## config.mk

```make
export PLATFORM = sky130hd
export DESIGN_NAME = i2c_slave_burst
export DESIGN_NICKNAME = d
export VERILOG_FILES = /design/src/rtl/i2c_slave_burst.sv
export SDC_FILE = /design/constraint.sdc
export NUM_CORES = 1
export LEC_CHECK = 0
export CORE_AREA = 4 4 71 73
export DETAILED_ROUTE_END_ITERATION = 7
export DIE_AREA = 0 0 75 77
export PLACE_DENSITY = 0.77
export SKIP_LAST_GASP = 1
export SYNTH_ARGS = -nofsm -noshare
export SYNTH_HDL_FRONTEND = slang
export SYNTH_SLANG_ARGS = --single-unit
export TNS_END_PERCENT = 1
```

## constraint.sdc

```tcl
create_clock -name clk -period 3.77 [get_ports clk]
set_clock_uncertainty 0.2 [all_clocks]
set_input_delay 0.754 -clock clk [delete_from_list [all_inputs] [get_ports clk]]
set_output_delay 0.754 -clock clk [all_outputs]
set_load 0.1 [all_outputs]
```

## src/rtl/i2c_slave_burst.sv

```systemverilog
// I2C slave, burst write/read with saturating write-byte limit; optional general call under I2C_SLAVE_GENERAL_CALL_EN.
// SCL/SDA events seen 3 clk after the pins move; sda_oe moves 1 clk after a detected SCL fall; writes NACK on rx_nack or byte limit.
module i2c_slave_burst #(
    parameter int                  ADDR_LEN   = 7,
    parameter logic [ADDR_LEN-1:0] SLAVE_ADDR = 7'h5B,
    parameter int                  DATA_LEN   = 8,
    parameter int                  MAX_BYTES  = 4
) (
    input  logic                clk,
    input  logic                rst_n,
    input  logic                scl_in,
    input  logic                sda_in,
    output logic                sda_oe,
    output logic [DATA_LEN-1:0] rx_data,
    output logic                rx_valid,
    input  logic                rx_nack,
    output logic                tx_req,
    input  logic [DATA_LEN-1:0] tx_data,
    output logic                busy,
    output logic                gen_call
);

    localparam int BCW = $clog2(DATA_LEN + 1);
    localparam int BYW = $clog2(MAX_BYTES + 1);
    localparam int SRW = ((DATA_LEN - 1) > ADDR_LEN) ? (DATA_LEN - 1) : ADDR_LEN;
    localparam logic [BYW-1:0] MAXB = BYW'(MAX_BYTES);

    typedef enum logic [2:0] {
        IDLE, ADDR, ADDR_ACK, WR_BYTE, WR_ACK, RD_BYTE, RD_ACK_CHK, WAIT_STOP
    } state_t;

    logic scl_s1_q, scl_s2_q, scl_prev_q;
    logic sda_s1_q, sda_s2_q, sda_prev_q;

    state_t              state_q, state_d;
    logic [BCW-1:0]      bit_cnt_q, bit_cnt_d;
    logic [BYW-1:0]      byte_cnt_q, byte_cnt_d;
    logic [SRW-1:0]      shreg_q, shreg_d;
    logic                rw_q, rw_d;
    logic                load_q, load_d;
    logic                sda_oe_q, sda_oe_d;
    logic [DATA_LEN-1:0] rx_data_q, rx_data_d;
    logic                rx_valid_q, rx_valid_d;
    logic                tx_req_q, tx_req_d;
    logic                busy_q, busy_d;
    logic                gen_call_q, gen_call_d;

    logic scl_rise, scl_fall, start_det, stop_det, addr_hit, gc_hit;

    assign scl_rise  = scl_s2_q & ~scl_prev_q;
    assign scl_fall  = ~scl_s2_q & scl_prev_q;
    assign start_det = scl_s2_q & scl_prev_q & sda_prev_q & ~sda_s2_q;
    assign stop_det  = scl_s2_q & scl_prev_q & ~sda_prev_q & sda_s2_q;
    assign addr_hit  = (shreg_q[ADDR_LEN-1:0] == SLAVE_ADDR);

`ifdef I2C_SLAVE_GENERAL_CALL_EN
    assign gc_hit = (shreg_q[ADDR_LEN-1:0] == '0);
`else
    assign gc_hit = 1'b0;
`endif

    always_comb begin
        state_d    = state_q;
        bit_cnt_d  = bit_cnt_q;
        byte_cnt_d = byte_cnt_q;
        shreg_d    = shreg_q;
        rw_d       = rw_q;
        load_d     = load_q;
        sda_oe_d   = sda_oe_q;
        rx_data_d  = rx_data_q;
        rx_valid_d = 1'b0;
        tx_req_d   = 1'b0;
        gen_call_d = gen_call_q;

        if (stop_det) begin
            state_d    = IDLE;
            sda_oe_d   = 1'b0;
            gen_call_d = 1'b0;
            load_d     = 1'b0;
        end else if (start_det) begin
            state_d    = ADDR;
            sda_oe_d   = 1'b0;
            gen_call_d = 1'b0;
            load_d     = 1'b0;
            bit_cnt_d  = '0;
            byte_cnt_d = '0;
        end else begin
            case (state_q)
                IDLE: ;
                ADDR: begin
                    if (scl_rise) begin
                        if (bit_cnt_q == BCW'(ADDR_LEN)) begin
                            // current bit is R/W; the address is already in shreg
                            rw_d      = sda_s2_q;
                            bit_cnt_d = '0;
                            if (addr_hit) begin
                                state_d = ADDR_ACK;
                            end else if (gc_hit && !sda_s2_q) begin
                                state_d    = ADDR_ACK;
                                gen_call_d = 1'b1;
                            end else begin
                                state_d = WAIT_STOP;
                            end
                        end else begin
                            shreg_d   = {shreg_q[SRW-2:0], sda_s2_q};
                            bit_cnt_d = bit_cnt_q + BCW'(1);
                        end
                    end
                end
                ADDR_ACK: begin
                    if (scl_fall && !sda_oe_q) begin
                        sda_oe_d = 1'b1;
                    end else if (scl_rise && sda_oe_q) begin
                        if (rw_q) begin
                            tx_req_d = 1'b1;
                            load_d   = 1'b1;
                            state_d  = RD_BYTE;
                        end else begin
                            bit_cnt_d = '0;
                            state_d   = WR_BYTE;
                        end
                    end
                end
                WR_BYTE: begin
                    if (scl_fall) begin
                        sda_oe_d = 1'b0;
                    end
                    if (scl_rise) begin
                        shreg_d = {shreg_q[SRW-2:0], sda_s2_q};
                        if (bit_cnt_q == BCW'(DATA_LEN - 1)) begin
                            rx_data_d  = {shreg_q[DATA_LEN-2:0], sda_s2_q};
                            rx_valid_d = 1'b1;
                            state_d    = WR_ACK;
                        end else begin
                            bit_cnt_d = bit_cnt_q + BCW'(1);
                        end
                    end
                end
                WR_ACK: begin
                    if (scl_fall && !sda_oe_q) begin
                        if (rx_nack || (byte_cnt_q == MAXB)) begin
                            state_d = WAIT_STOP;
                        end else begin
                            sda_oe_d   = 1'b1;
                            byte_cnt_d = byte_cnt_q + BYW'(1);
                        end
                    end else if (scl_rise && sda_oe_q) begin
                        bit_cnt_d = '0;
                        state_d   = WR_BYTE;
                    end
                end
                RD_BYTE: begin
                    if (scl_fall) begin
                        if (load_q) begin
                            // MSB goes straight to the pin; the rest waits in shreg
                            shreg_d                = '0;
                            shreg_d[DATA_LEN-2:0]  = tx_data[DATA_LEN-2:0];
                            sda_oe_d               = ~tx_data[DATA_LEN-1];
                            bit_cnt_d              = '0;
                            load_d                 = 1'b0;
                        end else if (bit_cnt_q == BCW'(DATA_LEN)) begin
                            sda_oe_d = 1'b0;
                            state_d  = RD_ACK_CHK;
                        end else begin
                            sda_oe_d = ~shreg_q[DATA_LEN-2];
                            shreg_d  = {shreg_q[SRW-2:0], 1'b0};
                        end
                    end else if (scl_rise && !load_q) begin
                        bit_cnt_d = bit_cnt_q + BCW'(1);
                    end
                end
                RD_ACK_CHK: begin
                    if (scl_rise) begin
                        if (!sda_s2_q) begin
                            tx_req_d = 1'b1;
                            load_d   = 1'b1;
                            state_d  = RD_BYTE;
                        end else begin
                            state_d = WAIT_STOP;
                        end
                    end
                end
                WAIT_STOP: sda_oe_d = 1'b0;
                default:   state_d  = IDLE;
            endcase
        end

        busy_d = (state_d != IDLE);
    end

    always_ff @(posedge clk or negedge rst_n) begin
        if (!rst_n) begin
            scl_s1_q   <= 1'b1;
            scl_s2_q   <= 1'b1;
            scl_prev_q <= 1'b1;
            sda_s1_q   <= 1'b1;
            sda_s2_q   <= 1'b1;
            sda_prev_q <= 1'b1;
            state_q    <= IDLE;
            bit_cnt_q  <= '0;
            byte_cnt_q <= '0;
            shreg_q    <= '0;
            rw_q       <= 1'b0;
            load_q     <= 1'b0;
            sda_oe_q   <= 1'b0;
            rx_data_q  <= '0;
            rx_valid_q <= 1'b0;
            tx_req_q   <= 1'b0;
            busy_q     <= 1'b0;
            gen_call_q <= 1'b0;
        end else begin
            scl_s1_q   <= scl_in;
            scl_s2_q   <= scl_s1_q;
            scl_prev_q <= scl_s2_q;
            sda_s1_q   <= sda_in;
            sda_s2_q   <= sda_s1_q;
            sda_prev_q <= sda_s2_q;
            state_q    <= state_d;
            bit_cnt_q  <= bit_cnt_d;
            byte_cnt_q <= byte_cnt_d;
            shreg_q    <= shreg_d;
            rw_q       <= rw_d;
            load_q     <= load_d;
            sda_oe_q   <= sda_oe_d;
            rx_data_q  <= rx_data_d;
            rx_valid_q <= rx_valid_d;
            tx_req_q   <= tx_req_d;
            busy_q     <= busy_d;
            gen_call_q <= gen_call_d;
        end
    end

    assign sda_oe   = sda_oe_q;
    assign rx_data  = rx_data_q;
    assign rx_valid = rx_valid_q;
    assign tx_req   = tx_req_q;
    assign busy     = busy_q;
    assign gen_call = gen_call_q;

endmodule

```

==> implementation parameters <==
Parameter                              Value

Detailed routing
  Final ANT Viol Nets ... 0
  Pre-antenna DRT Iters ... 5
  Via-per-instance ratio ... 5.78
  Routed wire length ... 4260 um
  Per-cell routed wire length ... 15.7 um
  DRC violation count after routing ... 0
  Count of routing violations after the opening detailed-route iteration ... ~130
  Count of vias placed by the detailed router ... ~1600

Worst setup path
  Data arrival, critical path ... 1.80 ns
  Worst-path cell chain ... clkdlybuf4s50_1
  Dominant delay contributor by cell family on the critical path ... buffers and inverters
  Source of the critical timing path ... rx_data[1]
  Type of the setup path with the least slack ... reg -> out
  Kind of start point of the critical path ... flop
  Kind of end point of the critical path ... primary output
  Worst Path Max Fanout ... 2
  Stage delay of the slowest cell on the critical path ... 1.14 ns
  Sum of buffers and inverters on the critical path ... 1
  Master of the slowest instance on the critical path ... clkdlybuf4s50_1
  R2R Path Start ... state_q[2]
  Endpoint required time on the critical path ... 2.82 ns

Power and ir drop
  Combinational share of power ... roughly 39%
  Share of total power consumed by net switching ... between 40% and 50%
  Relative contribution of the clock network to total power ... 21.2%
  Total internal power ... 0.000951 W
  Final Power ... 0.00160 W
  Share of power burned in registers ... 39.8%
  Net switching power ... 0.000646 W
  Peak ir drop on the vdd network ... 409 uV
  Lkg Pwr ... between 0.9 and 1 nW
  Power density over the cells ... around 650 nW/um^2

Synth
  Fraction of synthesized area in multiplexers ... 12.8%
  Area fraction in compound gates after synthesis ... 15.3%
  Gate count of the mapped netlist ... between 150 and 200
  Proportion of register bits with asynchronous set or reset after synthesis ... between 90% and 100%
  Post-synthesis instance area ... 2090 um^2
  Count of different cell masters after synthesis ... 59
  Yosys reg bits ... 37
  Largest family of logic cells by synthesized area ... simple AND/OR/NAND/NOR gates
  Leading register cell type out of synthesis ... dfrtp_1
  Post-synth EDFFs ... 0
  Adder-cell share of the synthesized area ... 2.40%
  Synth Area per Inst ... approximately 11 um^2
  Total nets after synthesis ... 214
  Part of the Yosys area used for sequential elements ... 44.8%
  Area fraction in and, or, nand and nor cells after synthesis ... 19.9%
  Synth warnings ... 0
  Xor and xnor area share after synthesis ... less than 1%

Status
  Result of the run ... finished clean

GRT
  Global Route Usage Sum ... between 10% and 20%
  Maximum number of pins on one net before global-route repair ... 38
  Vias in the first global route ... approximately 1600
  Number of antenna violations at the first check in global routing ... 0
  Overflow after GRT ... 0
  First-pass GRT wire length ... 7470 um

Clock tree
  Clock insertion delay at the later pin of the skew report ... ~0.30 ns
  TritonCTS clock tree ... yes
  H-tree Lvls ... 2
  Post-CTS Hold Fix Bufs ... 0
  Clock transition at the registers of the reported paths ... 0.08 ns
  Number of buffers created by CTS ... 5
  Buffers inserted during post-CTS setup optimization ... 0
  CTS Sinks ... 37
  Root buf cell ... clkbuf_8
  Post-cts repair resize count ... 0
  Clk buf depth ... 2

Final layout
  Signed area change from the synthesized netlist to the final layout ... 16.9%
  Number of nets in the final layout ... about 240
  Area taken by flip-flops and latches ... 933 um^2
  Area of the multi-input gates ... 1070 um^2
  Count of fill cells added during filler insertion ... about 380
  Final core area utilization ... 56.0%
  Number of diodes added for antenna fixing ... 0
  Post-Layout Inst Area ... approximately 2400 um^2
  Layout cell share with drive strength beyond 1 ... about 24%

Timing
  Transition time of the tightest slew-check pin ... roughly 0.98 ns
  Final count of hold timing violations ... 0
  Shortest clock period the worst path allows after layout ... 2.75 ns
  Peak clock frequency supported by timing ... 364 MHz
  Sum of negative setup slack ... 0 ns
  Period Utilization, post-route ... 72.9%
  RSZ-0062 raised after global routing ... false
  Max-slew headroom at the worst pin ... between 30% and 40%
  Max-slew violations ... 0
  Number of endpoints failing setup at the final stage ... 0
  Worst hold slack after final layout ... 0.156 ns

Place
  HPWL Detailed ... around 3000 um
  I/O Buffers ... 24
  Routability congestion estimate ... 0.894
  Area of placed instances ... 2330 um^2

Floorplanning
  Width of the chip ... ~75 um
  Die footprint ... 5780 um^2
  CORE AREA ... 4350 um^2
  Number of top-level design ports ... 26
  Vertical extent of the die ... 77 um
  Floorplan row count ... 24
  Initial Util ... 47.9%

Worst hold path
  Hold path startpoint ... sda_s1_q
  Worst hold-check path type ... reg -> reg

Run
  Number of maximum-capacitance constraint violations ... 0
state kept, by name, summed over array words and instances (netlist names), 3 cells and up:
| register | flops |
|---|---|
| shreg_q | 7 |
| state_q | 3 |
| byte_cnt_q | 3 |
| bit_cnt_q | 4 |
| rx_data | 8 |
path summary, 6_finish.rpt:
check                             endpoint  slack [ns]  cells after the start
max in group asynchronous       rx_data[0]        2.52                      1
worst min register to register    sda_s2_q        0.16                      0
worst max-delay path            rx_data[1]        1.02                      1
min in group asynchronous       rx_data[3]        0.34                      1
worst min-delay path              sda_s2_q        0.16                      0
worst max register to register  shreg_q[4]        1.45                      5
cell families (layout without fill, tap and decap cells):
group                      after synthesis  after routing
and+or+nand+nor                         71             71
AOI/OAI and AO/OA                       41             41
DFF                                     37             37
muxes                                   24             24
buffers and inverters                   17             39
adders and majority gates                4              4
xor gates and xnor gates                 2              2
other                                    1              1
synthesized netlist by cell type (all sizes together) (2+ instances only):
master / number / area [um^2]
a211o: 3 / 27.5
a211oi: 3 / 32.5
a2bb2oi: 2 / 17.5
a31o: 2 / 17.5
a31oi: 4 / 25.0
and2: 2 / 13.8
and3b: 2 / 22.5
buf: 9 / 47.6
dfrtp: 31 / 776
dfstp: 6 / 158
ha: 4 / 50.1
inv: 7 / 26.3
mux2: 22 / 248
mux2i: 2 / 20.0
nand2: 15 / 56.3
nand2b: 7 / 43.8
nand3: 4 / 20.0
nand3b: 5 / 37.5
nand4b: 3 / 26.3
nor2: 12 / 45.0
nor2b: 4 / 27.5
nor3: 6 / 30.0
o211ai: 5 / 37.5
o21a: 2 / 15.0
o21ai: 8 / 43.8
o221ai: 3 / 26.3
o31ai: 2 / 15.0
or2: 2 / 12.5
xor2: 2 / 17.5
routing by layer:
layer	track usage (%)	routed length, um	vias to the layer above
met3	3.53	190	6
met5	0	0	-
met2	23.6	2010	37
met1	23.3	1980	767
met4	7.65	78	0
li1	-	-	756
power by group through the flow:
stage | clock [W] | sequential, W | combinational, W
after floorplan | 0 | 0.000734 | 0.000387
after global placement | 0 | 0.000634 | 0.000615
after detailed placement | 0 | 0.000637 | 0.000624
after CTS | 0.000350 | 0.000631 | 0.000625
after global routing | 0.000362 | 0.000657 | 0.000684
final | 0.000338 | 0.000635 | 0.000623
layout by cell type (no fill, tap or decap), types with 3 or more instances in the layout:
cell type        instances
inv_1                    6
o221ai_1                 3
o211ai_1                 5
nor2b_1                  3
nor3_1                   6
dfstp_2                  6
mux2_2                  21
nand3b_1                 5
dfrtp_1                 31
nand4b_1                 3
ha_1                     4
clkdlybuf4s50_1         22
o21ai_0                  6
a31oi_1                  4
clkbuf_8                 5
nand2_1                 15
nand3_1                  4
nor2_1                  12
nand2b_1                 7
metrics by stage:
step / setup WS [ns] / instances
floorplan: 1.35 / 197
global placement: 1.12 / 263
detailed placement: 1.09 / 263
CTS: 1.00 / 271
global route: 0.981 / 271
finish: 1.02 / 271
area by class of cell:
cell class / count / area share, %
timing repair buffer: 24 / 9.54
clock buffer: 6 / 2.98
clock inverter: 2 / 1.44
tap: 52 / 2.67
multi-input combinational: 143 / 44.0
inverter: 7 / 1.08
sequential: 37 / 38.3
(Power assumes the default switching activity.)
